File: src/rtl/fetch_pc_unit.sv
// fetch_pc_unit: front-end PC generator feeding the BTB, building 2-wide fetch
// bundles from its two-slot prediction and buffering them in a fetch queue that
// drains to decode over a valid/ready handshake. Commit redirects flush and restart.
module fetch_pc_unit #(
  parameter int                    ADDR_WIDTH  = 32,
  parameter int                    INSTR_WIDTH = 32,
  parameter int                    FQ_DEPTH    = 8,
  parameter logic [ADDR_WIDTH-1:0] RESET_PC    = '0
) (
  input  logic                   clk,
  input  logic                   rst,
  output logic [ADDR_WIDTH-1:0]  pc,
  output logic                   pc_valid,
  input  logic                   predict_taken_0,
  input  logic [ADDR_WIDTH-1:0]  predict_target_0,
  input  logic                   predict_taken_1,
  input  logic [ADDR_WIDTH-1:0]  predict_target_1,
  output logic [ADDR_WIDTH-1:0]  imem_addr_0,
  output logic [ADDR_WIDTH-1:0]  imem_addr_1,
  input  logic [INSTR_WIDTH-1:0] imem_rdata_0,
  input  logic [INSTR_WIDTH-1:0] imem_rdata_1,
  input  logic                   fetch_stall,
  input  logic                   redirect_valid,
  input  logic [ADDR_WIDTH-1:0]  redirect_pc,
  output logic                   deq_valid_0,
  output logic                   deq_valid_1,
  output logic [ADDR_WIDTH-1:0]  deq_pc_0,
  output logic [ADDR_WIDTH-1:0]  deq_pc_1,
  output logic [INSTR_WIDTH-1:0] deq_instr_0,
  output logic [INSTR_WIDTH-1:0] deq_instr_1,
  output logic                   deq_pred_taken_0,
  output logic                   deq_pred_taken_1,
  output logic [ADDR_WIDTH-1:0]  deq_pred_target_0,
  output logic [ADDR_WIDTH-1:0]  deq_pred_target_1,
  input  logic                   deq_ready
);

  localparam int               IDX_W       = $clog2(FQ_DEPTH);
  localparam int               PTR_W       = IDX_W + 1;
  localparam logic [PTR_W-1:0] FETCH_LIMIT = PTR_W'(FQ_DEPTH - 2);
  localparam logic [PTR_W-1:0] ONE         = PTR_W'(1);
  localparam logic [PTR_W-1:0] TWO         = PTR_W'(2);

  logic [ADDR_WIDTH-1:0]  r_pc;
  logic [PTR_W-1:0]       r_rd_ptr;
  logic [PTR_W-1:0]       r_wr_ptr;
  logic [PTR_W-1:0]       r_count;

  logic [ADDR_WIDTH-1:0]  r_q_pc     [FQ_DEPTH];
  logic [INSTR_WIDTH-1:0] r_q_instr  [FQ_DEPTH];
  logic                   r_q_taken  [FQ_DEPTH];
  logic [ADDR_WIDTH-1:0]  r_q_target [FQ_DEPTH];

  logic                   w_fetch_en;
  logic [PTR_W-1:0]       w_pop_n;
  logic [PTR_W-1:0]       w_push_n;
  logic [IDX_W-1:0]       w_wr_idx0;
  logic [IDX_W-1:0]       w_wr_idx1;
  logic [IDX_W-1:0]       w_rd_idx0;
  logic [IDX_W-1:0]       w_rd_idx1;

  // Free space is judged on the pre-pop count so the decision never depends on deq_ready.
  assign w_fetch_en = !rst && !redirect_valid && !fetch_stall && (r_count <= FETCH_LIMIT);
  assign w_push_n   = w_fetch_en ? TWO : '0;

  assign w_wr_idx0  = r_wr_ptr[IDX_W-1:0];
  assign w_wr_idx1  = w_wr_idx0 + 1'b1;
  assign w_rd_idx0  = r_rd_ptr[IDX_W-1:0];
  assign w_rd_idx1  = w_rd_idx0 + 1'b1;

  assign pc          = r_pc;
  assign pc_valid    = w_fetch_en;
  assign imem_addr_0 = r_pc;
  assign imem_addr_1 = predict_target_0;

  assign deq_valid_0       = (r_count >= ONE);
  assign deq_valid_1       = (r_count >= TWO);
  assign deq_pc_0          = r_q_pc[w_rd_idx0];
  assign deq_pc_1          = r_q_pc[w_rd_idx1];
  assign deq_instr_0       = r_q_instr[w_rd_idx0];
  assign deq_instr_1       = r_q_instr[w_rd_idx1];
  assign deq_pred_taken_0  = r_q_taken[w_rd_idx0];
  assign deq_pred_taken_1  = r_q_taken[w_rd_idx1];
  assign deq_pred_target_0 = r_q_target[w_rd_idx0];
  assign deq_pred_target_1 = r_q_target[w_rd_idx1];

  // Pop up to two entries on deq_ready; a redirect cancels the pop.
  always_comb begin
    w_pop_n = '0;
    if (!redirect_valid && deq_ready) begin
      if (r_count >= TWO) w_pop_n = TWO;
      else                w_pop_n = r_count;
    end
  end

  // Control state: PC, queue pointers and occupancy; redirect overrides everything.
  always_ff @(posedge clk or posedge rst) begin
    if (rst) begin
      r_pc     <= RESET_PC;
      r_rd_ptr <= '0;
      r_wr_ptr <= '0;
      r_count  <= '0;
    end else if (redirect_valid) begin
      r_pc     <= redirect_pc;
      r_rd_ptr <= r_wr_ptr;
      r_count  <= '0;
    end else begin
      if (w_fetch_en) r_pc <= predict_target_1;
      r_rd_ptr <= r_rd_ptr + w_pop_n;
      r_wr_ptr <= r_wr_ptr + w_push_n;
      r_count  <= r_count + w_push_n - w_pop_n;
    end
  end

  // Queue storage: two consecutive entries per fetch, index wraps naturally at the top.
  always_ff @(posedge clk) begin
    if (w_fetch_en) begin
      r_q_pc[w_wr_idx0]     <= r_pc;
      r_q_instr[w_wr_idx0]  <= imem_rdata_0;
      r_q_taken[w_wr_idx0]  <= predict_taken_0;
      r_q_target[w_wr_idx0] <= predict_target_0;
      r_q_pc[w_wr_idx1]     <= predict_target_0;
      r_q_instr[w_wr_idx1]  <= imem_rdata_1;
      r_q_taken[w_wr_idx1]  <= predict_taken_1;
      r_q_target[w_wr_idx1] <= predict_target_1;
    end
  end

endmodule

File: config.mk
export PLATFORM = sky130hd
export DESIGN_NAME = fetch_pc_unit
export DESIGN_NICKNAME = d
export VERILOG_FILES = /design/src/rtl/fetch_pc_unit.sv
export SDC_FILE = /design/constraint.sdc
export NUM_CORES = 1
export LEC_CHECK = 0
export ABC_CLOCK_PERIOD_IN_PS = 6700
export BUFFER_PORTS_ARGS = -buffer_cell sky130_fd_sc_hd__buf_2
export CORE_UTILIZATION = 55
export CTS_CLUSTER_SIZE = 30
export DETAILED_ROUTE_END_ITERATION = 8
export PLACE_DENSITY_LB_ADDON = 0.05
export SYNTH_ARGS = -nofsm -noshare
export SYNTH_HDL_FRONTEND = slang
export SYNTH_SLANG_ARGS = --single-unit
File: constraint.sdc
create_clock -name clk -period 6.7 [get_ports clk]
set_input_delay 2.01 -clock clk [delete_from_list [all_inputs] [get_ports clk]]
set_output_delay 2.01 -clock clk [all_outputs]
set_load 0.05 [all_outputs]
==> results of run 1 <==
## power by group
group / internal, mW / leakage [nW] / switching (mW) / total, mW
Clock: 2.93 / 1.45 / 1.98 / 4.91
Sequential: 5.94 / 7.52 / 0.282 / 6.22
Combinational: 2.39 / 6.95 / 4.45 / 6.84
Total: 11.3 / 15.9 / 6.71 / 18.0
## synth_stat cells, drive strengths merged
cell and instances:
buf 175, xnor2 4, edfxtp 776, mux2 582, nor2b 4, a311oi 32, and3 2, nand4b 1
nor2 4, nand2b 1, dfrtp 41, a21boi 1, clkbuf 61, xor2 1, a21bo 1, nand2 4
fa 3, o21ai 3, inv 45, a221o 32, ha 7, nor4b 4, nor4 1, nand3 1
nand4 2, mux4 388, a21oi 1
## worst max-delay path, cell delays in order (launching register included)
cell and delay [ps]:
dfrtp_4 700, ha_4 820, buf_4 520, mux4_2 380
mux2_2 300, buf_2 220
## how the worst min path moves through the flow
stage                                   end  slack, ps                         from
detailed placement  r_q_pc[6][22]$_DFFE_PP_        660  imem_addr_0[22]$_DFFE_PP0P_
floorplan           r_wr_ptr[2]$_DFFE_PP0N_        540      r_wr_ptr[2]$_DFFE_PP0N_
global route        r_q_pc[4][22]$_DFFE_PP_        720  imem_addr_0[22]$_DFFE_PP0P_
finish              r_q_pc[6][20]$_DFFE_PP_        680  imem_addr_0[20]$_DFFE_PP0P_
global placement    r_q_pc[4][22]$_DFFE_PP_        630  imem_addr_0[22]$_DFFE_PP0P_
CTS                 r_q_pc[2][22]$_DFFE_PP_        680  imem_addr_0[22]$_DFFE_PP0P_
## final cells by class
class	count	area (um2)
well taps	1030	1289
clock inverters	45	417.9
clock buffers	123	2520
repair buffers	495	2795
flip-flops and latches	817	24340
diodes	8	20.02
multi-input cells	1079	16410
inverters	45	176.4
fillers	5491	27980
## metrics by stage
step	instances	cell area (um2)	power (mW)	setup slack, ps
6_report	3642	47970	17.98	1103
5_1_grt	3640	47960	18.62	941.1
4_1_cts	3634	47950	18.16	996.9
3_5_place_dp	3466	45010	13.23	1666
3_3_place_gp	3466	45010	13.17	1671
2_1_floorplan	2177	42180	11.54	602.2
## cell families (layout without fill, tap and decap cells)
logic type | count (synthesis) | after routing | synth area share
flip-flops | 817 | 817 | 0.5769
AND/OR/NAND/NOR | 24 | 24 | 0.004806
AO/OA/AOI/OAI | 70 | 70 | 0.01513
other | 0 | 8 | 0
adder cells (fa/ha/maj) | 10 | 10 | 0.003501
buffers and inverters | 281 | 708 | 0.03602
XOR/XNOR | 5 | 5 | 0.001038
multiplexers | 970 | 970 | 0.3626
## layer usage
| layer | part of all wire | vias to the layer above | track usage |
|---|---|---|---|
| met4 | 0.026 | 20 | 0.08129 |
| li1 | - | 9906 | - |
| met5 | 0.0013 | - | 0 |
| met3 | 0.075 | 147 | 0.06518 |
| met2 | 0.50 | 713 | 0.4323 |
| met1 | 0.40 | 12260 | 0.3415 |
## flip-flops by register name, indices dropped and copies added, names as in the netlist
register and count:
r_q_target 256, r_q_taken 8, r_wr_ptr 2, r_count 4, r_rd_ptr 3, imem_addr_0 32, r_q_instr 256, r_q_pc 256
==> summary.md, run 1 <==
| Metric | Value |
|---|---|
| Status | finished clean |
| Initial core utilization | 0.5553 |
| Cell taking the most area after synthesis | edfxtp_1 |
| Fin. Hold Viols | 0 |
| Routability Congestion | 0.7839 |
| DIE WIDTH | 278.9 um |
| Hold_ws | 681.5 ps |
| Initial DRC Count | 1757 |
| Final setup vio count | 0 |
| Worst-path clk slew | 60 ps |
| Leakage | 15.92 nW |
| First-pass DRT Iterations | 5 |
| Area fraction of the dominant cell type after synthesis | 0.5526 |
| Share of layout cells above drive strength 1 | 0.6033 |
| Final wirelength | 100700 um |
| Syn Nets | 2354 |
| IO Pins | 460 |
| Critical path fanouts, max | 38 |
| Vias in the first global route | 24100 |
| Netlist Area Pre-Place | 0.04217 mm2 |
| GR Overflow Total | 0 |
| Reg-to-Reg End | r_q_pc[2][7]$_DFFE_PP_ |
| TritonCTS clock tree | done |
| Fin nets | 2705 |
| CORE AREA | 0.07595 mm2 |
| Most common cell after layout, fill and taps aside | edfxtp_1 |
| Top post-synthesis cells by area | edfxtp_1, mux4_2, mux2_2, dfrtp_1, buf_4 |
| Post-CTS Repair Setup Buffers | 0 |
| Tmin final | 5597 ps |
| Reg-to-reg setup timing slack | 3170 ps |
| Synthesis-to-layout area growth | 13.75% |
| Wire per inst | 27.66 um |
| Hpwl dp | 59490 um |
| Average cell area after synthesis | 19.37 um2 |
| Clk_lat worst skew | 630 ps |
| Cell Pwr Density | 374.8 mW/mm2 |
| Port bufs | 459 |
| Vias after detailed routing | 23040 |
| Max_cap viols | 0 |
| Via-per-instance ratio | 6.326 |
| Fmax | 178.7 MHz |
| Die height | 278.9 um |
| Cell row count | 101 |
| Clk buf depth | 3 |
| Setup Crit Path Kind | reg2out |
| Worst Hold Depth | 0 |
| Part of the Yosys area used for sequential elements | 0.5769 |
| Worst setup path start | r_rd_ptr[1]$_DFF_PP0_ |
| Max-slew headroom | 0.2916 |
| Final Core Density | 0.6316 |
| Global-route wire length before repair | 150500 um |
| CTS buffer count | 90 |
| Clock sinks | 817 |
| Worst Path Required | 4690 ps |
| Worst VDD drop | 0.2323 mV |
| Reg2reg start | r_count[3]$_DFF_PP0_ |
| Warnings, synthesis | 0 |
| Crit. End Element | output pin |
| Worst-Margin Slew | 1063 ps |
| Critical path launch point type | register |
| Count of cell types in the netlist | 33 |
| Commonest non-fill, non-tap cells in the layout | edfxtp_1, mux2_2, buf_2 |
| CTS H-tree depth | 3 |
| Max Slew Vio Count | 0 |
| CTS Hold Buffers Added | 0 |
| Worst hold path class | reg2reg |
| Seq cells post-synth | 817 |
| Root buffer cell | clkbuf_16 |
| Post-route ant nets | 0 |
| Tcrit/Tclk final | 0.8354 |
| GRT Total Usage | 0.2611 |
| Largest net degree at the start of global routing | 150 |
| Worst R2R Path Depth | 7 |
| Die area | 0.07779 mm2 |
| Unrepaired setup endpoints after global routing | no |
| Clk_skew | 14.94 ps |
| DRC viols | 0 |
| Post-Syn Instances | 2177 |
| CP Capture Point | deq_pred_target_1[8] |
| Setup_tns | 0 ps |
| Initial antenna violation count | 20 |
| Worst Path Arrival | 3590 ps |
| Number of gates resized after cts | 0 |
Power figures use the tool's default switching activity.
==> run 2, diff against run 1 <==
Settings changed: ABC_CLOCK_PERIOD_IN_PS 6700 to 5600.
Clock period 6.7 ns to 5.6 ns, I/O delays scaled along.
==> summary.md, run 2 (synthesis gave the netlist of run 1 again) <==
| Metric | Value |
|---|---|
| Status | finished clean |
| Synthesis-to-layout area growth | 13.92% |
| Worst Hold Depth | 1 |
| Post-placement cell area | 0.04513 mm2 |
| Critical path launch point type | register |
| Tcrit/Tclk final | 0.8928 |
| Fmax | 200.0 MHz |
| Worst-path clk slew | 60 ps |
| Clock sinks | 817 |
| Commonest non-fill, non-tap cells in the layout | edfxtp_1, mux2_2, buf_2 |
| Leakage | 15.95 nW |
| Reg2reg start | r_count[2]$_DFF_PP0_ |
| Vias after detailed routing | 23310 |
| Highest-delay cell along the critical path | ha_4 |
| Initial DRC Count | 1793 |
| Final wirelength | 102300 um |
| Final setup vio count | 0 |
| Wire per inst | 28.10 um |
| Setup Crit Path Kind | reg2out |
| Clk_skew | 14.61 ps |
| Reg-to-Reg End | r_count[3]$_DFF_PP0_ |
| Tmin final | 5000 ps |
| Crit. End Element | output pin |
| Worst VDD drop | 0.4774 mV |
| Initial antenna violation count | 11 |
| CTS buffer count | 90 |
| Clk_lat worst skew | 640 ps |
| Worst hold path class | reg2reg |
| Hold Path End | r_wr_ptr[2]$_DFFE_PP0N_ |
| Largest regs | r_q_instr x256, r_q_pc x256, r_q_target x256 |
| Worst Path Arrival | 3320 ps |
| Worst Path Required | 3920 ps |
| Hold Startpoint | r_wr_ptr[2]$_DFFE_PP0N_ |
| Worst setup path start | r_rd_ptr[0]$_DFF_PP0_ |
| Die area | 0.07779 mm2 |
| Root buffer cell | clkbuf_16 |
| Most common cell after layout, fill and taps aside | edfxtp_1 |
| Clk buf depth | 3 |
| CP max stage delay | 720 ps |
| DRC viols | 0 |
| Port bufs | 459 |
| Routability Congestion | 0.7894 |
| Critical path fanouts, max | 64 |
| First-pass DRT Iterations | 5 |
| Max_cap viols | 0 |
| GR Overflow Total | 0 |
| Final Core Density | 0.6326 |
| Fin nets | 2709 |
| Vias in the first global route | 24450 |
| Fin. Hold Viols | 0 |
| Hpwl dp | 60140 um |
| Unrepaired setup endpoints after global routing | no |
| Die height | 278.9 um |
| Via-per-instance ratio | 6.403 |
| Largest net degree at the start of global routing | 150 |
| Cell row count | 101 |
| Cell Pwr Density | 448.0 mW/mm2 |
| Number of gates resized after cts | 0 |
| Final total power | 21.52 mW |
| Max-slew headroom | 0.2656 |
| Share of layout cells above drive strength 1 | 0.6030 |
| Post-route ant nets | 0 |
| Critical-path cell list | ha_4 -> buf_12 -> mux4_2 -> mux2_2 -> buf_2 |
| Post-CTS Repair Setup Buffers | 0 |
| Hold_ws | 611.9 ps |
| Worst R2R Path Depth | 11 |
| Setup_tns | 0 ps |
| CORE AREA | 0.07595 mm2 |
| GRT Total Usage | 0.2648 |
| TritonCTS clock tree | done |
| DIE WIDTH | 278.9 um |
| Max Slew Vio Count | 0 |
| Global-route wire length before repair | 152900 um |
| IO Pins | 460 |
| CTS Hold Buffers Added | 0 |
| CTS H-tree depth | 3 |
| Design area | 0.04804 mm2 |
| Reg-to-reg setup timing slack | 2040 ps |
| Worst-Margin Slew | 1102 ps |
| Initial core utilization | 0.5553 |
-- run 2: cell count changes in the layout (fill, tap and decap cells not counted), sizes merged --
cell,delta
diode,-5
clkinv,-3
clkinvlp,-1
bufinv,-1
inv,+3
buf,+4
clkbuf,+1
-- run 2: layout make-up --
| class | instances | area, um2 |
|---|---|---|
| multi-input cells | 1079 | 16410 |
| inverters | 45 | 176.4 |
| clock buffers | 124 | 2491 |
| clock inverters | 43 | 414.1 |
| flip-flops and latches | 817 | 24340 |
| fillers | 5384 | 27910 |
| diodes | 3 | 7.507 |
| well taps | 1030 | 1289 |
| repair buffers | 499 | 2913 |
-- run 2: worst max-delay path, delay by kind of cell (launching register included) --
family | cells | cell delay [ps]
buf+inv | 2 | 660
flops | 1 | 590
fa+ha+maj | 1 | 720
mux | 2 | 680
-- run 2: metal layers --
layer | track usage | vias to the layer above | wire (um)
li1 | - | 9903 | -
met1 | 0.3428 | 12400 | 40280
met2 | 0.4459 | 813 | 51870
met3 | 0.05606 | 173 | 7023
met4 | 0.09101 | 18 | 2994
met5 | 0 | - | 108
-- run 2: stage by stage --
stage / instances / worst slack (ps)
after CTS: 3637 / 542.5
after global placement: 3470 / 1255
after floorplan: 2177 / 11.89
after detailed placement: 3470 / 1227
final: 3640 / 600.0
after global routing: 3639 / 490.8
-- run 2: power by group --
group	switching, mW	leakage, nW	internal (mW)	total, mW
sequential	0.241	7.52	7.11	7.35
combinational	5.45	7.00	2.89	8.33
clock	2.41	1.43	3.43	5.84
-- run 2: worst max path at each step --
stage / endpoint / slack [ps] / depth (start not counted)
detailed placement: deq_instr_1[21] / 1230 / 5
global route: deq_instr_1[24] / 490 / 5
floorplan: r_q_instr[6][0]$_DFFE_PP_ / 10 / 6
global placement: pc_valid / 1260 / 3
finish: deq_instr_1[21] / 600 / 5
CTS: deq_instr_1[21] / 540 / 5
